$ cat config.mk
export PLATFORM = sky130hd
export DESIGN_NAME = pipe_stage_reg
export DESIGN_NICKNAME = d
export VERILOG_FILES = /design/src/rtl/pipe_stage_reg.sv
export SDC_FILE = /design/constraint.sdc
export NUM_CORES = 1
export LEC_CHECK = 0
export BUFFER_PORTS_ARGS = -buffer_cell sky130_fd_sc_hd__clkbuf_2
export CORE_MARGIN = 2
export CORE_UTILIZATION = 40
export CTS_CLUSTER_DIAMETER = 120
export CTS_CLUSTER_SIZE = 10
export DETAILED_ROUTE_END_ITERATION = 10
export PLACE_DENSITY = 0.73
export SLEW_MARGIN = 20
export SYNTH_ARGS = -nofsm -noshare
export SYNTH_HDL_FRONTEND = slang
export SYNTH_SLANG_ARGS = --single-unit
$ cat constraint.sdc
create_clock -name clk -period 5.4 [get_ports clk]
set_input_delay 0.81 -clock clk [delete_from_list [all_inputs] [get_ports clk]]
set_output_delay 0.81 -clock clk [all_outputs]
set_load 0.02 [all_outputs]
$ cat src/rtl/pipe_stage_reg.sv
// Inter-stage pipeline register (IR/PC/exc/BD/payload) with flush, stall, bubble and perf counters; 1-cycle latency.
// Backpressure: flush > m_stall (hold) > stall (hold or bubble) > load; no combinational input->output path.
module pipe_stage_reg #(
    parameter int unsigned DW              = 64,
    parameter logic [31:0] RESET_PC        = 32'h0000_3000,
    parameter bit          BUBBLE_ON_STALL = 1'b0,
    parameter bit          CLEAR_IR_ON_EXC = 1'b1,
    parameter int unsigned CNT_W           = 16
) (
    input  logic             clk,
    input  logic             reset,
    input  logic             flush,
    input  logic [31:0]      flush_pc,
    input  logic             stall,
    input  logic             m_stall,
    input  logic             in_valid,
    input  logic [31:0]      in_ir,
    input  logic [31:0]      in_pc,
    input  logic [4:0]       in_exc,
    input  logic             in_bd,
    input  logic [DW-1:0]    in_data,
    input  logic [4:0]       local_exc,
    output logic             out_valid,
    output logic [31:0]      out_ir,
    output logic [31:0]      out_pc,
    output logic [4:0]       out_exc,
    output logic             out_bd,
    output logic [DW-1:0]    out_data,
    output logic [CNT_W-1:0] stall_cnt,
    output logic [CNT_W-1:0] flush_cnt
);

    typedef enum logic [1:0] {
        ACT_LOAD   = 2'd0,
        ACT_BUBBLE = 2'd1,
        ACT_HOLD   = 2'd2,
        ACT_FLUSH  = 2'd3
    } act_e;

    act_e             act;
    logic [4:0]       merged_exc;
    logic [31:0]      load_ir;

    logic             valid_q, valid_d;
    logic [31:0]      ir_q, ir_d;
    logic [31:0]      pc_q, pc_d;
    logic [4:0]       exc_q, exc_d;
    logic             bd_q, bd_d;
    logic [DW-1:0]    data_q, data_d;
    logic [CNT_W-1:0] stall_cnt_q, stall_cnt_d;
    logic [CNT_W-1:0] flush_cnt_q, flush_cnt_d;

    always_comb begin
        act = ACT_LOAD;
        if (flush) begin
            act = ACT_FLUSH;
        end else if (m_stall) begin
            act = ACT_HOLD;
        end else if (stall) begin
            act = BUBBLE_ON_STALL ? ACT_BUBBLE : ACT_HOLD;
        end
    end

    // Upstream exception is older, so it wins; a local fault only counts for a real instruction.
    always_comb begin
        merged_exc = 5'd0;
        if (in_exc != 5'd0) begin
            merged_exc = in_exc;
        end else if (in_valid) begin
            merged_exc = local_exc;
        end
        load_ir = in_ir;
        if (!in_valid || (CLEAR_IR_ON_EXC && (merged_exc != 5'd0))) begin
            load_ir = 32'd0;
        end
    end

    always_comb begin
        valid_d = valid_q;
        ir_d    = ir_q;
        pc_d    = pc_q;
        exc_d   = exc_q;
        bd_d    = bd_q;
        data_d  = data_q;
        case (act)
            ACT_FLUSH: begin
                valid_d = 1'b0;
                ir_d    = 32'd0;
                pc_d    = flush_pc;
                exc_d   = 5'd0;
                bd_d    = 1'b0;
                data_d  = '0;
            end
            // Bubble keeps PC/BD of the stalled instruction so an interrupt here still gets the right EPC.
            ACT_BUBBLE: begin
                valid_d = 1'b0;
                ir_d    = 32'd0;
                pc_d    = in_pc;
                exc_d   = 5'd0;
                bd_d    = in_bd;
                data_d  = '0;
            end
            ACT_LOAD: begin
                valid_d = in_valid;
                ir_d    = load_ir;
                pc_d    = in_pc;
                exc_d   = merged_exc;
                bd_d    = in_bd;
                data_d  = in_data;
            end
            default: ;
        endcase
    end

    always_comb begin
        stall_cnt_d = stall_cnt_q;
        flush_cnt_d = flush_cnt_q;
        if (((act == ACT_HOLD) || (act == ACT_BUBBLE)) && (stall_cnt_q != {CNT_W{1'b1}})) begin
            stall_cnt_d = stall_cnt_q + CNT_W'(1);
        end
        if ((act == ACT_FLUSH) && (flush_cnt_q != {CNT_W{1'b1}})) begin
            flush_cnt_d = flush_cnt_q + CNT_W'(1);
        end
    end

    always_ff @(posedge clk or posedge reset) begin
        if (reset) begin
            valid_q     <= 1'b0;
            ir_q        <= 32'd0;
            pc_q        <= RESET_PC;
            exc_q       <= 5'd0;
            bd_q        <= 1'b0;
            data_q      <= '0;
            stall_cnt_q <= '0;
            flush_cnt_q <= '0;
        end else begin
            valid_q     <= valid_d;
            ir_q        <= ir_d;
            pc_q        <= pc_d;
            exc_q       <= exc_d;
            bd_q        <= bd_d;
            data_q      <= data_d;
            stall_cnt_q <= stall_cnt_d;
            flush_cnt_q <= flush_cnt_d;
        end
    end

    assign out_valid = valid_q;
    assign out_ir    = ir_q;
    assign out_pc    = pc_q;
    assign out_exc   = exc_q;
    assign out_bd    = bd_q;
    assign out_data  = data_q;
    assign stall_cnt = stall_cnt_q;
    assign flush_cnt = flush_cnt_q;

endmodule
# Yosys cells after proc, flatten, opt, wreduce, memory -nomap -nowiden
# Cells that the tools add are included.
# W data, S select, Z words.
dict set report word_totals {
  ff_bits 167
  n_memories 0
  word_cells 39
  latch_bits 0
  output_inout_bits 167
  ram_bits 0
  mem_bits_ro 0
  in_bits 177
}
dict set report op_classes {
  n_lt_le_gt_ge 0
  div_mod_pow 0
  bitwise 0
  reduce_logical 12
  multipliers 0
  shifts 0
  n_mux 12
  add_sub_neg 2
  eq_ne 5
}
# op n
set op_table {}
lappend op_table {{$pmux W32 S2} 2}
lappend op_table {{$pmux W64 S2} 1}
lappend op_table {{$add A16 B1 Y16 const B} 2}
lappend op_table {{$mux W32} 1}
lappend op_table {{$ne A16 B16 Y1 const B} 2}
lappend op_table {{$mux W5} 2}
lappend op_table {{$pmux W5 S2} 1}
lappend op_table {{$reduce_bool A5 Y1} 2}
lappend op_table {{$mux W2} 3}
lappend op_table {{$eq A2 B2 Y1 const B} 2}
lappend op_table {{$pmux W1 S2} 2}
lappend op_table {{$reduce_bool A2 Y1} 2}
lappend op_table {{$reduce_or A2 Y1} 2}
lappend op_table {{$eq A2 B1 Y1 const B} 1}
lappend op_table {{$logic_and A1 B1 Y1} 2}
lappend op_table {{$logic_not A2 Y1} 1}
lappend op_table {{$logic_or A1 B1 Y1} 2}
lappend op_table {{$logic_not A1 Y1} 1}

# Logic depth before layout (Yosys ltp)
# Gate-level depths: netlist of the first run.
dict set report depth {
  word_depth 6
  ltp_mapped 7
  ltp_nobuf 5
}

# Least setup slack after synthesis of the first run
# OpenSTA, ideal clock, no wires.
dict set report synth_timing {
  kind {input to register}
  from {input in_exc[0]}
  to {register ir_q[0] (netlist: out_ir[0])}
  arrival_ns 2.062
  path_stages 6
  required_ns 5.334
  setup_time_ns 0.066
  path_slack_ns 3.272
  n_path_buf 2
  path_cell_list {or4b_4 nor3_4 and3_1 buf_6 buf_8 a22o_1}
}
dict set report synth_between {
  elab_chain_cells 6
}
# item line_no
set synth_rtl {}
lappend synth_rtl {{start: declaration} 19} ;# input logic [4:0] in_exc,
lappend synth_rtl {{$reduce_bool A5 Y1} 67} ;# if (in_exc != 5'd0) begin
lappend synth_rtl {{$mux W5 *} 67}
lappend synth_rtl {{$reduce_bool A5 Y1 *} 73} ;# if (!in_valid || (CLEAR_IR_ON_EXC && (merged_exc != 5'd0))) begin
lappend synth_rtl {{$logic_or A1 B1 Y1 *} 73}
lappend synth_rtl {{$mux W32 *} 73}
lappend synth_rtl {{$pmux W32 S2 *} 85} ;# case (act)
lappend synth_rtl {{end signal: assignment} 138} ;# ir_q <= ir_d;
lappend synth_rtl {{end: declaration} 45} ;# logic [31:0] ir_q, ir_d;
# Every way passes the cells marked *; elsewhere a longest branch is shown, timed or not.
# A chain may end at the register's enable or synchronous reset.

# Worst setup path in the final report of the first run
dict set report layout_timing {
  from {input flush}
  to {register stall_cnt_q[10] (netlist: stall_cnt[10])}
}
dict set report layout_between {
  elab_chain_cells 4
  elab_cells_between_ends 5
  classes_between {2 x eq/ne; 1 x mux; 2 x reduce/logical}
}
# item line_no
set layout_rtl {}
lappend layout_rtl {{start: declaration} 12} ;# input logic flush,
lappend layout_rtl {{$mux W2 *} 55} ;# if (flush) begin
lappend layout_rtl {{$eq A2 B2 Y1 / $eq A2 B1 Y1 (equally long branches)} 118} ;# if (((act == ACT_HOLD) || (act == ACT_BUBBLE)) && (stall_cnt_q != {CNT_W{1'b1}})) begin
lappend layout_rtl {{$logic_or A1 B1 Y1 *} 118}
lappend layout_rtl {{$logic_and A1 B1 Y1 *} 118}
lappend layout_rtl {{end signal: assignment} 143} ;# stall_cnt_q <= stall_cnt_d;
lappend layout_rtl {{end: declaration} 50} ;# logic [CNT_W-1:0] stall_cnt_q, stall_cnt_d;
# Marks and branches as above.

==> run_summary.xml, run 1 <==
<?xml version="1.0" encoding="UTF-8"?>
<metrics>
  <group name="status">
    <metric name="status" unit="">complete, no violations</metric>
  </group>
  <group name="yosys">
    <metric name="synth_edf_count" unit="">0</metric>
    <metric name="synth_area_leaders" unit="">dfrtp_1 (59%), nand2_1 (9.1%), a21oi_1 (5.3%)</metric>
    <metric name="synthCells" unit="">673</metric>
    <metric name="synth_cell_types" unit="">44</metric>
    <metric name="synth_largest_type_area_fraction" unit="%">58.82</metric>
    <metric name="synth.net_count" unit="">852</metric>
    <metric name="netlist_area" unit="sq um">7019</metric>
    <metric name="synth-async-reset-ratio" unit="%">100.0</metric>
    <metric name="synth.cells.most_frequent" unit="">nand2_1 (171), dfrtp_1 (165), a21oi_1 (74), o21ai_0 (38)</metric>
    <metric name="yosys_warnings" unit="">0</metric>
    <metric name="fraction_of_the_yosys_area_taken_by_sequential_cells" unit="%">59.57</metric>
    <metric name="synthesis.area_per_instance" unit="sq um">10.43</metric>
    <metric name="yosys_register_bits" unit="">167</metric>
    <metric name="synth_largest_area_cell" unit="">dfrtp_1</metric>
    <metric name="dominantRegCellSynth" unit="">dfrtp_1</metric>
    <metric name="yosys.cell_count.top_type" unit="">nand2_1</metric>
  </group>
  <group name="power">
    <metric name="share_seq_of_total_power" unit="%">45.8</metric>
    <metric name="irDropWorstVdd" unit="uV">210.2</metric>
    <metric name="sw_frac_of_total" unit="%">31.83</metric>
    <metric name="static-leakage-power" unit="nW">4.925</metric>
    <metric name="power_density" unit="nW/um^2">336.0</metric>
    <metric name="power.share.combinational" unit="%">16.6</metric>
    <metric name="p_clk_share" unit="%">37.6</metric>
    <metric name="power_switching" unit="W">0.001011</metric>
    <metric name="cell_internal_pwr" unit="W">0.002165</metric>
  </group>
  <group name="cells_and_area">
    <metric name="multiInputGateArea" unit="sq um">2614</metric>
    <metric name="post_layout_net_count" unit="">1176</metric>
    <metric name="nFillCells" unit="">1555</metric>
    <metric name="area_delta_synth_final" unit="%">34.67</metric>
    <metric name="final-seq-area" unit="sq um">4182</metric>
    <metric name="post_route_cells_drive_above_1_share" unit="%">39.50</metric>
  </group>
  <group name="clock_tree">
    <metric name="cts_htree_levels" unit="">4</metric>
    <metric name="clock-root-buffer" unit="">clkbuf_16</metric>
    <metric name="tritoncts" unit="">yes</metric>
    <metric name="postCtsSetupBuffers" unit="">0</metric>
    <metric name="clock_path_buffers" unit="">2</metric>
    <metric name="post_cts_resized" unit="">0</metric>
    <metric name="worst_skew_pair.late_latency" unit="ps">430</metric>
    <metric name="cts_buffers" unit="">17</metric>
    <metric name="worst_setup_hold_path_clk_slew" unit="ps">70</metric>
    <metric name="post_cts_hold_buffer_count" unit="">0</metric>
    <metric name="cts.sinks" unit="">167</metric>
  </group>
  <group name="worst_setup_path">
    <metric name="criticalPathCategory" unit="">input pin to flip-flop</metric>
    <metric name="worst-endpoint-arrival" unit="ps">2890</metric>
    <metric name="worst-endpoint-required" unit="ps">5710</metric>
    <metric name="startpoint_class" unit="">input pin</metric>
    <metric name="worst_path_largest_cell_delay" unit="ps">820</metric>
    <metric name="timing.rr.start" unit="">flush_cnt[0]</metric>
    <metric name="critical-path-slowest-cell" unit="">o21ba_2</metric>
    <metric name="worst_setup_path_startpoint" unit="">flush</metric>
    <metric name="highest_net_fanout_along_the_worst_path" unit="">49</metric>
    <metric name="cp-end-kind" unit="">flip-flop</metric>
    <metric name="worstPathCellList" unit="">buf_4, o21ba_2, nand3_1, or3_1, mux2_2</metric>
  </group>
  <group name="grt">
    <metric name="globalRoute.totalOverflow" unit="">0</metric>
    <metric name="number_of_global_route_vias_before_repair" unit="">5880</metric>
    <metric name="grt_antenna_before_repair" unit="">2</metric>
    <metric name="groute.usage.overall" unit="%">21.19</metric>
    <metric name="grt_pass1_wl" unit="microns">30430</metric>
    <metric name="grt_max_degree" unit="">93</metric>
  </group>
  <group name="timing">
    <metric name="fin_worst_skew" unit="ps">10.98</metric>
    <metric name="rsz0062_at_grt" unit="">false</metric>
    <metric name="fin_setup_tns" unit="ps">0</metric>
    <metric name="timing.slew.headroom" unit="%">29.33</metric>
    <metric name="tightest_slew" unit="ps">1060</metric>
    <metric name="drv_slew" unit="">0</metric>
    <metric name="max_clock_freq" unit="GHz">0.3879</metric>
    <metric name="fin_hold_ws" unit="ps">506.3</metric>
    <metric name="timing_hold_violations_final" unit="">0</metric>
    <metric name="layout_min_cycle_time" unit="ps">2578</metric>
    <metric name="finalCritPeriodShare" unit="%">47.74</metric>
    <metric name="setup-violations-final" unit="">0</metric>
  </group>
  <group name="detailed_routing">
    <metric name="drt_pre_antenna_iters" unit="">4</metric>
    <metric name="detail-route-antenna-nets" unit="">0</metric>
    <metric name="routed-wl-met3" unit="microns">1524</metric>
    <metric name="top_layer" unit="">met4</metric>
    <metric name="vias" unit="">6205</metric>
    <metric name="drt-vias-per-instance" unit="">5.020</metric>
    <metric name="drcViolationCount" unit="">0</metric>
    <metric name="detailroute.wirelength.met2" unit="microns">9736</metric>
    <metric name="detail_route.wl_per_cell" unit="microns">16.04</metric>
    <metric name="wl_met1" unit="microns">8086</metric>
    <metric name="detailedRoute.firstIterationViolations" unit="">282</metric>
    <metric name="totalWireLength" unit="microns">19830</metric>
  </group>
  <group name="die">
    <metric name="initial_utilization" unit="%">40.72</metric>
    <metric name="floorplan.io_pins" unit="">344</metric>
    <metric name="fp.dieArea" unit="sq um">18620</metric>
    <metric name="die_height" unit="microns">136.5</metric>
    <metric name="core" unit="sq um">17240</metric>
    <metric name="std_cell_rows" unit="">48</metric>
    <metric name="die_w" unit="microns">136.5</metric>
  </group>
  <group name="flow_run">
    <metric name="max_cap_viol_count" unit="">0</metric>
  </group>
  <group name="hold_path">
    <metric name="timing.hold.worst.class" unit="">flip-flop to flip-flop</metric>
    <metric name="worstHoldStart" unit="">out_ir[7]</metric>
  </group>
  <group name="place">
    <metric name="io_buffer_count" unit="">343</metric>
    <metric name="detailedPlacementHpwl" unit="microns">14190</metric>
    <metric name="place_congestion" unit="">0.8606</metric>
  </group>
</metrics>
-- sequential cells by signal, indices dropped and copies added (netlist names) --
name       cells
out_valid      1
flush_cnt     16
out_ir        32
out_pc        32
out_exc        5
stall_cnt     16
out_bd         1
out_data      64
-- final timing paths --
path | to | slack (ps) | cells after the start
max | stall_cnt[10] | 2820 | 5
max reg2reg | flush_cnt[1] | 3270 | 5
max in group asynchronous | flush_cnt[1] | 3680 | 3
min in group asynchronous | stall_cnt[2] | 550 | 2
min reg2reg | out_ir[7] | 510 | 1
min | out_ir[7] | 510 | 1
-- stage by stage --
stage                     setup WS, ps  utilization [%]  cells  cell area (sq um)  total power [W]
final                             2822            54.84   1236               9453         0.003176
after global routing              2687            54.84   1236               9453         0.003335
after CTS                         2797            54.82   1235               9449         0.003217
after detailed placement          2337            51.42   1203               8864         0.002012
after global placement            2402            51.42   1203               8864         0.002000
after floorplan                  74.93                -    673               7019         0.001768
-- power groups by stage --
stage / clock [W] / sequential [W] / combinational (W)
3_3_place_gp: 0 / 0.00147 / 0.000527
5_1_grt: 0.00128 / 0.00147 / 0.000582
2_1_floorplan: 0 / 0.00157 / 0.000196
4_1_cts: 0.00123 / 0.00145 / 0.000535
6_report: 0.00119 / 0.00146 / 0.000526
3_5_place_dp: 0 / 0.00148 / 0.000536
-- critical path, delay by kind of cell --
kind / cells / cell delay (ps)
multiplexers: 1 / 270
AO/OA/AOI/OAI: 1 / 820
AND/OR/NAND/NOR: 2 / 710
buffers and inverters: 1 / 260
-- area by class of cell --
class	count	area share [%]
multi-input cells	456	27.65
well taps	225	2.978
inverters	7	0.3309
clock inverters	15	1.694
repair buffers	348	18.58
flip-flops and latches	167	44.24
diodes	1	0.02647
clock buffers	17	4.500
-- layout by cell type (no fill, tap or decap), types with 2 or more instances in the layout --
cell / synthesis / final
or2_2: 3 / 2
nor4_1: 4 / 4
xnor2_1: 16 / 16
clkinv_8: 0 / 3
clkbuf_2: 0 / 342
nor3_1: 7 / 7
o21ai_0: 38 / 38
buf_4: 0 / 6
dfrtp_1: 165 / 165
nand4b_1: 2 / 2
and3_1: 3 / 2
and4_1: 3 / 3
mux2i_1: 32 / 32
mux2_2: 5 / 5
clkbuf_16: 0 / 17
inv_1: 7 / 6
xor2_1: 8 / 8
nor2_1: 11 / 10
nand2_1: 171 / 171
a21oi_1: 74 / 74
ha_1: 2 / 2
nor3b_1: 2 / 2
clkinvlp_4: 0 / 2
a22o_1: 32 / 32
inv_8: 0 / 5
a211oi_1: 2 / 2
nand4_1: 12 / 12
nand3_1: 13 / 13
dfstp_2: 2 / 2
clkinv_4: 0 / 2
inv_6: 0 / 3
-- routing by layer --
metal	global-route usage (%)	vias to the layer above
met3	6.339	34
met2	33.53	265
met5	0	-
li1	-	2958
met4	8.970	0
met1	27.00	2948
-- cell families after synthesis --
logic type | Yosys count | synth area share, %
compound gates | 151 | 12.80
xor+xnor | 24 | 2.995
fa+ha+maj | 2 | 0.3564
buf+inv | 50 | 3.351
flops | 167 | 59.57
mux | 37 | 5.365
simple gates | 242 | 15.56
(Power assumes the default switching activity.)
==> run 2: changes to the inputs <==
==> constraint.sdc (replaced) <==
create_clock -name clk -period 2.27 [get_ports clk]
set_input_delay 0.3405 -clock clk [delete_from_list [all_inputs] [get_ports clk]]
set_output_delay 0.3405 -clock clk [all_outputs]
set_load 0.02 [all_outputs]
==> run_summary.xml, run 2 (synthesized netlist as in run 1, its figures left out) <==
<?xml version="1.0" encoding="UTF-8"?>
<metrics>
  <group name="power">
    <metric name="p_clk_share" unit="%">37.4</metric>
    <metric name="power_switching" unit="W">0.002304</metric>
    <metric name="power_density" unit="nW/um^2">793.9</metric>
    <metric name="irDropWorstVdd" unit="uV">497.5</metric>
    <metric name="cell_internal_pwr" unit="W">0.005277</metric>
    <metric name="fin_total_pwr" unit="W">0.007580</metric>
    <metric name="share_seq_of_total_power" unit="%">45.4</metric>
    <metric name="static-leakage-power" unit="nW">4.970</metric>
    <metric name="power.share.combinational" unit="%">17.1</metric>
    <metric name="sw_frac_of_total" unit="%">30.39</metric>
  </group>
  <group name="die">
    <metric name="floorplan.io_pins" unit="">344</metric>
    <metric name="initial_utilization" unit="%">40.72</metric>
    <metric name="core" unit="sq um">17240</metric>
    <metric name="std_cell_rows" unit="">48</metric>
    <metric name="fp.dieArea" unit="sq um">18620</metric>
    <metric name="die_w" unit="microns">136.5</metric>
    <metric name="die_height" unit="microns">136.5</metric>
  </group>
  <group name="clock_tree">
    <metric name="post_cts_hold_buffer_count" unit="">0</metric>
    <metric name="clock_path_buffers" unit="">2</metric>
    <metric name="cts.sinks" unit="">167</metric>
    <metric name="cts_buffers" unit="">17</metric>
    <metric name="tritoncts" unit="">yes</metric>
    <metric name="worst_setup_hold_path_clk_slew" unit="ps">60</metric>
    <metric name="postCtsSetupBuffers" unit="">0</metric>
    <metric name="cts_htree_levels" unit="">4</metric>
    <metric name="post_cts_resized" unit="">0</metric>
    <metric name="clock-root-buffer" unit="">clkbuf_16</metric>
    <metric name="worst_skew_pair.late_latency" unit="ps">420</metric>
  </group>
  <group name="timing">
    <metric name="fin_worst_skew" unit="ps">7.317</metric>
    <metric name="timing_hold_violations_final" unit="">0</metric>
    <metric name="layout_min_cycle_time" unit="ps">2052</metric>
    <metric name="fin_setup_tns" unit="ps">0</metric>
    <metric name="timing.slew.headroom" unit="%">50.82</metric>
    <metric name="tightest_slew" unit="ps">731.0</metric>
    <metric name="fin_hold_ws" unit="ps">63.15</metric>
    <metric name="finalCritPeriodShare" unit="%">90.38</metric>
    <metric name="rsz0062_at_grt" unit="">false</metric>
    <metric name="setup-violations-final" unit="">0</metric>
    <metric name="drv_slew" unit="">0</metric>
    <metric name="max_clock_freq" unit="GHz">0.4874</metric>
  </group>
  <group name="grt">
    <metric name="grt_pass1_wl" unit="microns">29520</metric>
    <metric name="number_of_global_route_vias_before_repair" unit="">5865</metric>
    <metric name="grt_antenna_before_repair" unit="">0</metric>
    <metric name="groute.usage.overall" unit="%">20.39</metric>
    <metric name="globalRoute.totalOverflow" unit="">0</metric>
    <metric name="grt_max_degree" unit="">101</metric>
  </group>
  <group name="cells_and_area">
    <metric name="final-seq-area" unit="sq um">4182</metric>
    <metric name="n_antenna_cell" unit="">0</metric>
    <metric name="post_route_cells_drive_above_1_share" unit="%">39.55</metric>
    <metric name="commonest_non_fill_non_tap_cells_in_the_layout" unit="">clkbuf_2 (342), nand2_1 (171), dfrtp_1 (165), a21oi_1 (74), o21ai_0 (38)</metric>
    <metric name="nFillCells" unit="">1561</metric>
    <metric name="multiInputGateArea" unit="sq um">2613</metric>
    <metric name="post_layout_net_count" unit="">1180</metric>
    <metric name="largest_register_ff_count" unit="">64</metric>
    <metric name="area_delta_synth_final" unit="%">36.02</metric>
    <metric name="finalCoreUtilization" unit="%">55.39</metric>
    <metric name="mostFrequentLayoutCell" unit="">clkbuf_2</metric>
  </group>
  <group name="detailed_routing">
    <metric name="drcViolationCount" unit="">0</metric>
    <metric name="detail_route.wl_per_cell" unit="microns">15.41</metric>
    <metric name="totalWireLength" unit="microns">19090</metric>
    <metric name="detail-route-antenna-nets" unit="">0</metric>
    <metric name="vias" unit="">6216</metric>
    <metric name="drt_pre_antenna_iters" unit="">4</metric>
    <metric name="detailedRoute.firstIterationViolations" unit="">266</metric>
    <metric name="drt-vias-per-instance" unit="">5.017</metric>
  </group>
  <group name="worst_setup_path">
    <metric name="cp-end-kind" unit="">flip-flop</metric>
    <metric name="worst-endpoint-required" unit="ps">2570</metric>
    <metric name="worstPathCellList" unit="">ha_1, nand4_1, or4_1, nand2_1, mux2_2</metric>
    <metric name="cp_num_buf_inv" unit="">0</metric>
    <metric name="worst_path_largest_cell_delay" unit="ps">630</metric>
    <metric name="criticalPathCategory" unit="">flip-flop to flip-flop</metric>
    <metric name="critical-path-slowest-cell" unit="">or4_1</metric>
    <metric name="highest_net_fanout_along_the_worst_path" unit="">6</metric>
    <metric name="worst-endpoint-arrival" unit="ps">2350</metric>
    <metric name="crit_family" unit="">simple AND/OR/NAND/NOR gates</metric>
    <metric name="startpoint_class" unit="">flip-flop</metric>
  </group>
  <group name="status">
    <metric name="status" unit="">complete, no violations</metric>
  </group>
  <group name="flow_run">
    <metric name="max_cap_viol_count" unit="">0</metric>
  </group>
  <group name="place">
    <metric name="detailedPlacementHpwl" unit="microns">13760</metric>
    <metric name="place_congestion" unit="">0.7960</metric>
    <metric name="io_buffer_count" unit="">343</metric>
  </group>
  <group name="hold_path">
    <metric name="timing.hold.worst.class" unit="">input pin to asynchronous set/reset pin</metric>
  </group>
</metrics>
-- run 2: cell count changes in the layout (fill, tap and decap cells not counted) --
| cell | previous run | this run |
|---|---|---|
| and3_1 | 2 | 3 |
| and3_2 | 1 | 0 |
| buf_12 | 0 | 6 |
| buf_4 | 6 | 4 |
| bufinv_16 | 0 | 1 |
| clkbuf_1 | 0 | 1 |
| clkbuf_8 | 0 | 1 |
| clkinv_4 | 2 | 3 |
| clkinv_8 | 3 | 0 |
| diode_2 | 1 | 0 |
| inv_6 | 3 | 4 |
| inv_8 | 5 | 3 |
-- run 2: stage by stage --
step	instances	instance area (sq um)	setup slack [ps]
after floorplan	673	7023	-195.6
after global placement	1207	8967	280.0
after detailed placement	1207	8967	235.0
after CTS	1239	9548	221.7
after global routing	1239	9548	94.56
final	1239	9548	218.3
-- run 2: power by group through the flow --
| stage | Combinational, W | Sequential (W) | Clock [W] |
|---|---|---|---|
| floorplan | 0.000467 | 0.00374 | 0 |
| global placement | 0.00130 | 0.00348 | 0 |
| detailed placement | 0.00132 | 0.00350 | 0 |
| CTS | 0.00132 | 0.00344 | 0.00292 |
| global route | 0.00143 | 0.00349 | 0.00303 |
| finish | 0.00130 | 0.00345 | 0.00284 |
-- run 2: final cells by class --
type | instances | share of cell area, %
sequential | 167 | 43.80
clock inverter | 13 | 1.441
timing repair buffer | 352 | 19.50
inverter | 7 | 0.3145
clock buffer | 19 | 4.639
multi-input combinational | 456 | 27.36
tap | 225 | 2.948
-- run 2: worst paths after layout --
kind,startpoint,endpoint,slack [ps],cells after the start
max reg2reg,flush_cnt[0],flush_cnt[1],220,5
min,reset,out_ir[3],60,3
max,flush_cnt[0],flush_cnt[1],220,5
max in group asynchronous,reset,out_pc[13],1780,3
min reg2reg,out_ir[30],out_ir[30],510,1
min in group clk,flush_pc[12],out_pc[12],120,3
-- run 2: tightest hold or removal path, delay by kind of cell --
kind,cells,cell delay [ps]
buffers and inverters,3,550
-- run 2: routing by layer --
layer	track usage (%)	vias up	share of wire [%]
li1	-	2971	-
met3	5.518	40	7.1
met2	33.00	259	49
met1	25.08	2946	41
met4	10.19	0	3.2
met5	0	-	0
==> run 3: changes to the inputs <==
--- a/config.mk
+++ b/config.mk
@@ -11,7 +11,7 @@
 export CTS_CLUSTER_DIAMETER = 120
 export CTS_CLUSTER_SIZE = 10
 export DETAILED_ROUTE_END_ITERATION = 10
-export PLACE_DENSITY = 0.73
+export PLACE_DENSITY = 0.7
 export SLEW_MARGIN = 20
 export SYNTH_ARGS = -nofsm -noshare
 export SYNTH_HDL_FRONTEND = slang
==> constraint.sdc (replaced) <==
create_clock -name clk -period 2.6 [get_ports clk]
set_input_delay 0.39 -clock clk [delete_from_list [all_inputs] [get_ports clk]]
set_output_delay 0.39 -clock clk [all_outputs]
set_load 0.02 [all_outputs]
==> run_summary.xml, run 3 (synthesized netlist as in run 1, its figures left out) <==
<?xml version="1.0" encoding="UTF-8"?>
<metrics>
  <group name="die">
    <metric name="initial_utilization" unit="%">40.72</metric>
    <metric name="core" unit="sq um">17240</metric>
    <metric name="die_w" unit="microns">136.5</metric>
    <metric name="fp.dieArea" unit="sq um">18620</metric>
    <metric name="floorplan.io_pins" unit="">344</metric>
    <metric name="std_cell_rows" unit="">48</metric>
    <metric name="die_height" unit="microns">136.5</metric>
  </group>
  <group name="place">
    <metric name="instance_count_after_placement_with_tap_cells_included" unit="">1210</metric>
    <metric name="io_buffer_count" unit="">343</metric>
    <metric name="place_congestion" unit="">0.8252</metric>
    <metric name="detailedPlacementHpwl" unit="microns">14700</metric>
  </group>
  <group name="worst_setup_path">
    <metric name="highest_net_fanout_along_the_worst_path" unit="">6</metric>
    <metric name="setup_slack_reg_to_reg" unit="ps">540</metric>
    <metric name="r2r_endpoint" unit="">flush_cnt[1]</metric>
    <metric name="startpoint_class" unit="">flip-flop</metric>
    <metric name="timing.rr.start" unit="">flush_cnt[0]</metric>
    <metric name="worst-endpoint-required" unit="ps">2900</metric>
    <metric name="r2r_cells" unit="">5</metric>
    <metric name="cp-end-kind" unit="">flip-flop</metric>
    <metric name="criticalPathCategory" unit="">flip-flop to flip-flop</metric>
    <metric name="worst-endpoint-arrival" unit="ps">2360</metric>
  </group>
  <group name="grt">
    <metric name="groute.usage.overall" unit="%">21.13</metric>
    <metric name="number_of_global_route_vias_before_repair" unit="">5823</metric>
    <metric name="globalRoute.totalOverflow" unit="">0</metric>
    <metric name="grt_pass1_wl" unit="microns">30440</metric>
    <metric name="met1_track_usage_gr" unit="%">26.90</metric>
    <metric name="global_routing_usage_on_met2" unit="%">33.94</metric>
    <metric name="grt_use_met3" unit="%">6.227</metric>
    <metric name="grt_max_degree" unit="">84</metric>
    <metric name="busiest_layer" unit="">met2</metric>
    <metric name="grt_antenna_before_repair" unit="">0</metric>
  </group>
  <group name="power">
    <metric name="p_clk_share" unit="%">37.1</metric>
    <metric name="share_seq_of_total_power" unit="%">45.6</metric>
    <metric name="irDropWorstVdd" unit="uV">461.5</metric>
    <metric name="power_density" unit="nW/um^2">689.7</metric>
    <metric name="cell_internal_pwr" unit="W">0.004519</metric>
    <metric name="static-leakage-power" unit="nW">4.990</metric>
    <metric name="power.share.combinational" unit="%">17.3</metric>
    <metric name="power_switching" unit="W">0.002091</metric>
    <metric name="sw_frac_of_total" unit="%">31.63</metric>
  </group>
  <group name="clock_tree">
    <metric name="cts.sinks" unit="">167</metric>
    <metric name="tritoncts" unit="">yes</metric>
    <metric name="worst_skew_pair.late_latency" unit="ps">420</metric>
    <metric name="worst_setup_hold_path_clk_slew" unit="ps">70</metric>
    <metric name="clock-root-buffer" unit="">clkbuf_16</metric>
    <metric name="post_cts_hold_buffer_count" unit="">0</metric>
    <metric name="post_cts_resized" unit="">0</metric>
    <metric name="postCtsSetupBuffers" unit="">0</metric>
    <metric name="cts_buffers" unit="">17</metric>
    <metric name="cts_htree_levels" unit="">4</metric>
    <metric name="clock_path_buffers" unit="">2</metric>
  </group>
  <group name="timing">
    <metric name="fin_hold_ws" unit="ps">75.75</metric>
    <metric name="finalCritPeriodShare" unit="%">79.17</metric>
    <metric name="max_clock_freq" unit="GHz">0.4858</metric>
    <metric name="layout_min_cycle_time" unit="ps">2058</metric>
    <metric name="timing_hold_violations_final" unit="">0</metric>
    <metric name="setup-violations-final" unit="">0</metric>
    <metric name="drv_slew" unit="">0</metric>
    <metric name="rsz0062_at_grt" unit="">false</metric>
    <metric name="tightest_slew" unit="ps">741.3</metric>
    <metric name="timing.slew.headroom" unit="%">50.58</metric>
    <metric name="fin_worst_skew" unit="ps">9.148</metric>
    <metric name="fin_setup_tns" unit="ps">0</metric>
  </group>
  <group name="cells_and_area">
    <metric name="commonest_non_fill_non_tap_cells_in_the_layout" unit="">clkbuf_2 (342), nand2_1 (171), dfrtp_1 (165), a21oi_1 (74), o21ai_0 (38)</metric>
    <metric name="post_layout_net_count" unit="">1183</metric>
    <metric name="final_cell_count_no_fill" unit="">1242</metric>
    <metric name="area_delta_synth_final" unit="%">36.54</metric>
    <metric name="nFillCells" unit="">1553</metric>
    <metric name="mostFrequentLayoutCell" unit="">clkbuf_2</metric>
    <metric name="largest_register_ff_count" unit="">64</metric>
    <metric name="post_route_cells_drive_above_1_share" unit="%">39.82</metric>
    <metric name="n_antenna_cell" unit="">0</metric>
    <metric name="finalCoreUtilization" unit="%">55.60</metric>
  </group>
  <group name="detailed_routing">
    <metric name="drcViolationCount" unit="">0</metric>
    <metric name="totalWireLength" unit="microns">20010</metric>
    <metric name="drt_pre_antenna_iters" unit="">5</metric>
    <metric name="vias" unit="">6177</metric>
    <metric name="detail-route-antenna-nets" unit="">0</metric>
    <metric name="drt-vias-per-instance" unit="">4.973</metric>
    <metric name="detailedRoute.firstIterationViolations" unit="">311</metric>
    <metric name="detail_route.wl_per_cell" unit="microns">16.11</metric>
  </group>
  <group name="flow_run">
    <metric name="max_cap_viol_count" unit="">0</metric>
  </group>
  <group name="status">
    <metric name="status" unit="">complete, no violations</metric>
  </group>
  <group name="hold_path">
    <metric name="timing.hold.worst.class" unit="">input pin to asynchronous set/reset pin</metric>
  </group>
</metrics>
==> run 3: how the worst max path moves through the flow <==
stage	start	to	cells past startpoint
final	flush_cnt[0]	flush_cnt[1]	5
after global placement	flush_cnt[0]	flush_cnt[1]	5
after detailed placement	flush_cnt[0]	flush_cnt[1]	5
after CTS	flush_cnt[0]	flush_cnt[1]	5
after floorplan	reset	flush_cnt[0]	1
after global routing	flush_cnt[1]	flush_cnt[1]	5
==> run 3: cell type report <==
class                           count  area [sq um]  area share (%)
Clock buffer                       17         425.4           4.439
Clock inverter                     15         156.4           1.632
Inverter                            7         30.03          0.3133
Multi-Input combinational cell    456          2613           27.26
Sequential cell                   167          4182           43.63
Tap cell                          225         281.5           2.937
Timing Repair Buffer              355          1897           19.79
==> run 3: critical path: stages, from the launching register on <==
cell,delay [ps]
dfrtp_1,400
ha_1,210
nand4_1,200
or4_1,630
nand2_1,160
mux2_2,340
==> run 3: routing by layer <==
layer	vias to the layer above	wire length (microns)
met3	33	1452
met4	0	472
met1	2925	8396
met5	-	0
li1	2973	-
met2	246	9691
==> run 3: power by group through the flow <==
stage	Sequential, W	Clock (W)	Combinational [W]
finish	0.00301	0.00246	0.00114
global route	0.00305	0.00263	0.00125
CTS	0.00301	0.00253	0.00116
detailed placement	0.00306	0	0.00116
global placement	0.00305	0	0.00114
floorplan	0.00326	0	0.000408
==> run 3: stage by stage <==
step	total power [W]	worst slack (ps)	instance area, sq um
2_1_floorplan	0.003673	84.88	7023
3_3_place_gp	0.004190	624.1	9002
3_5_place_dp	0.004214	565.7	9002
4_1_cts	0.006694	551.6	9584
5_1_grt	0.006930	441.0	9584
6_report	0.006610	541.5	9584
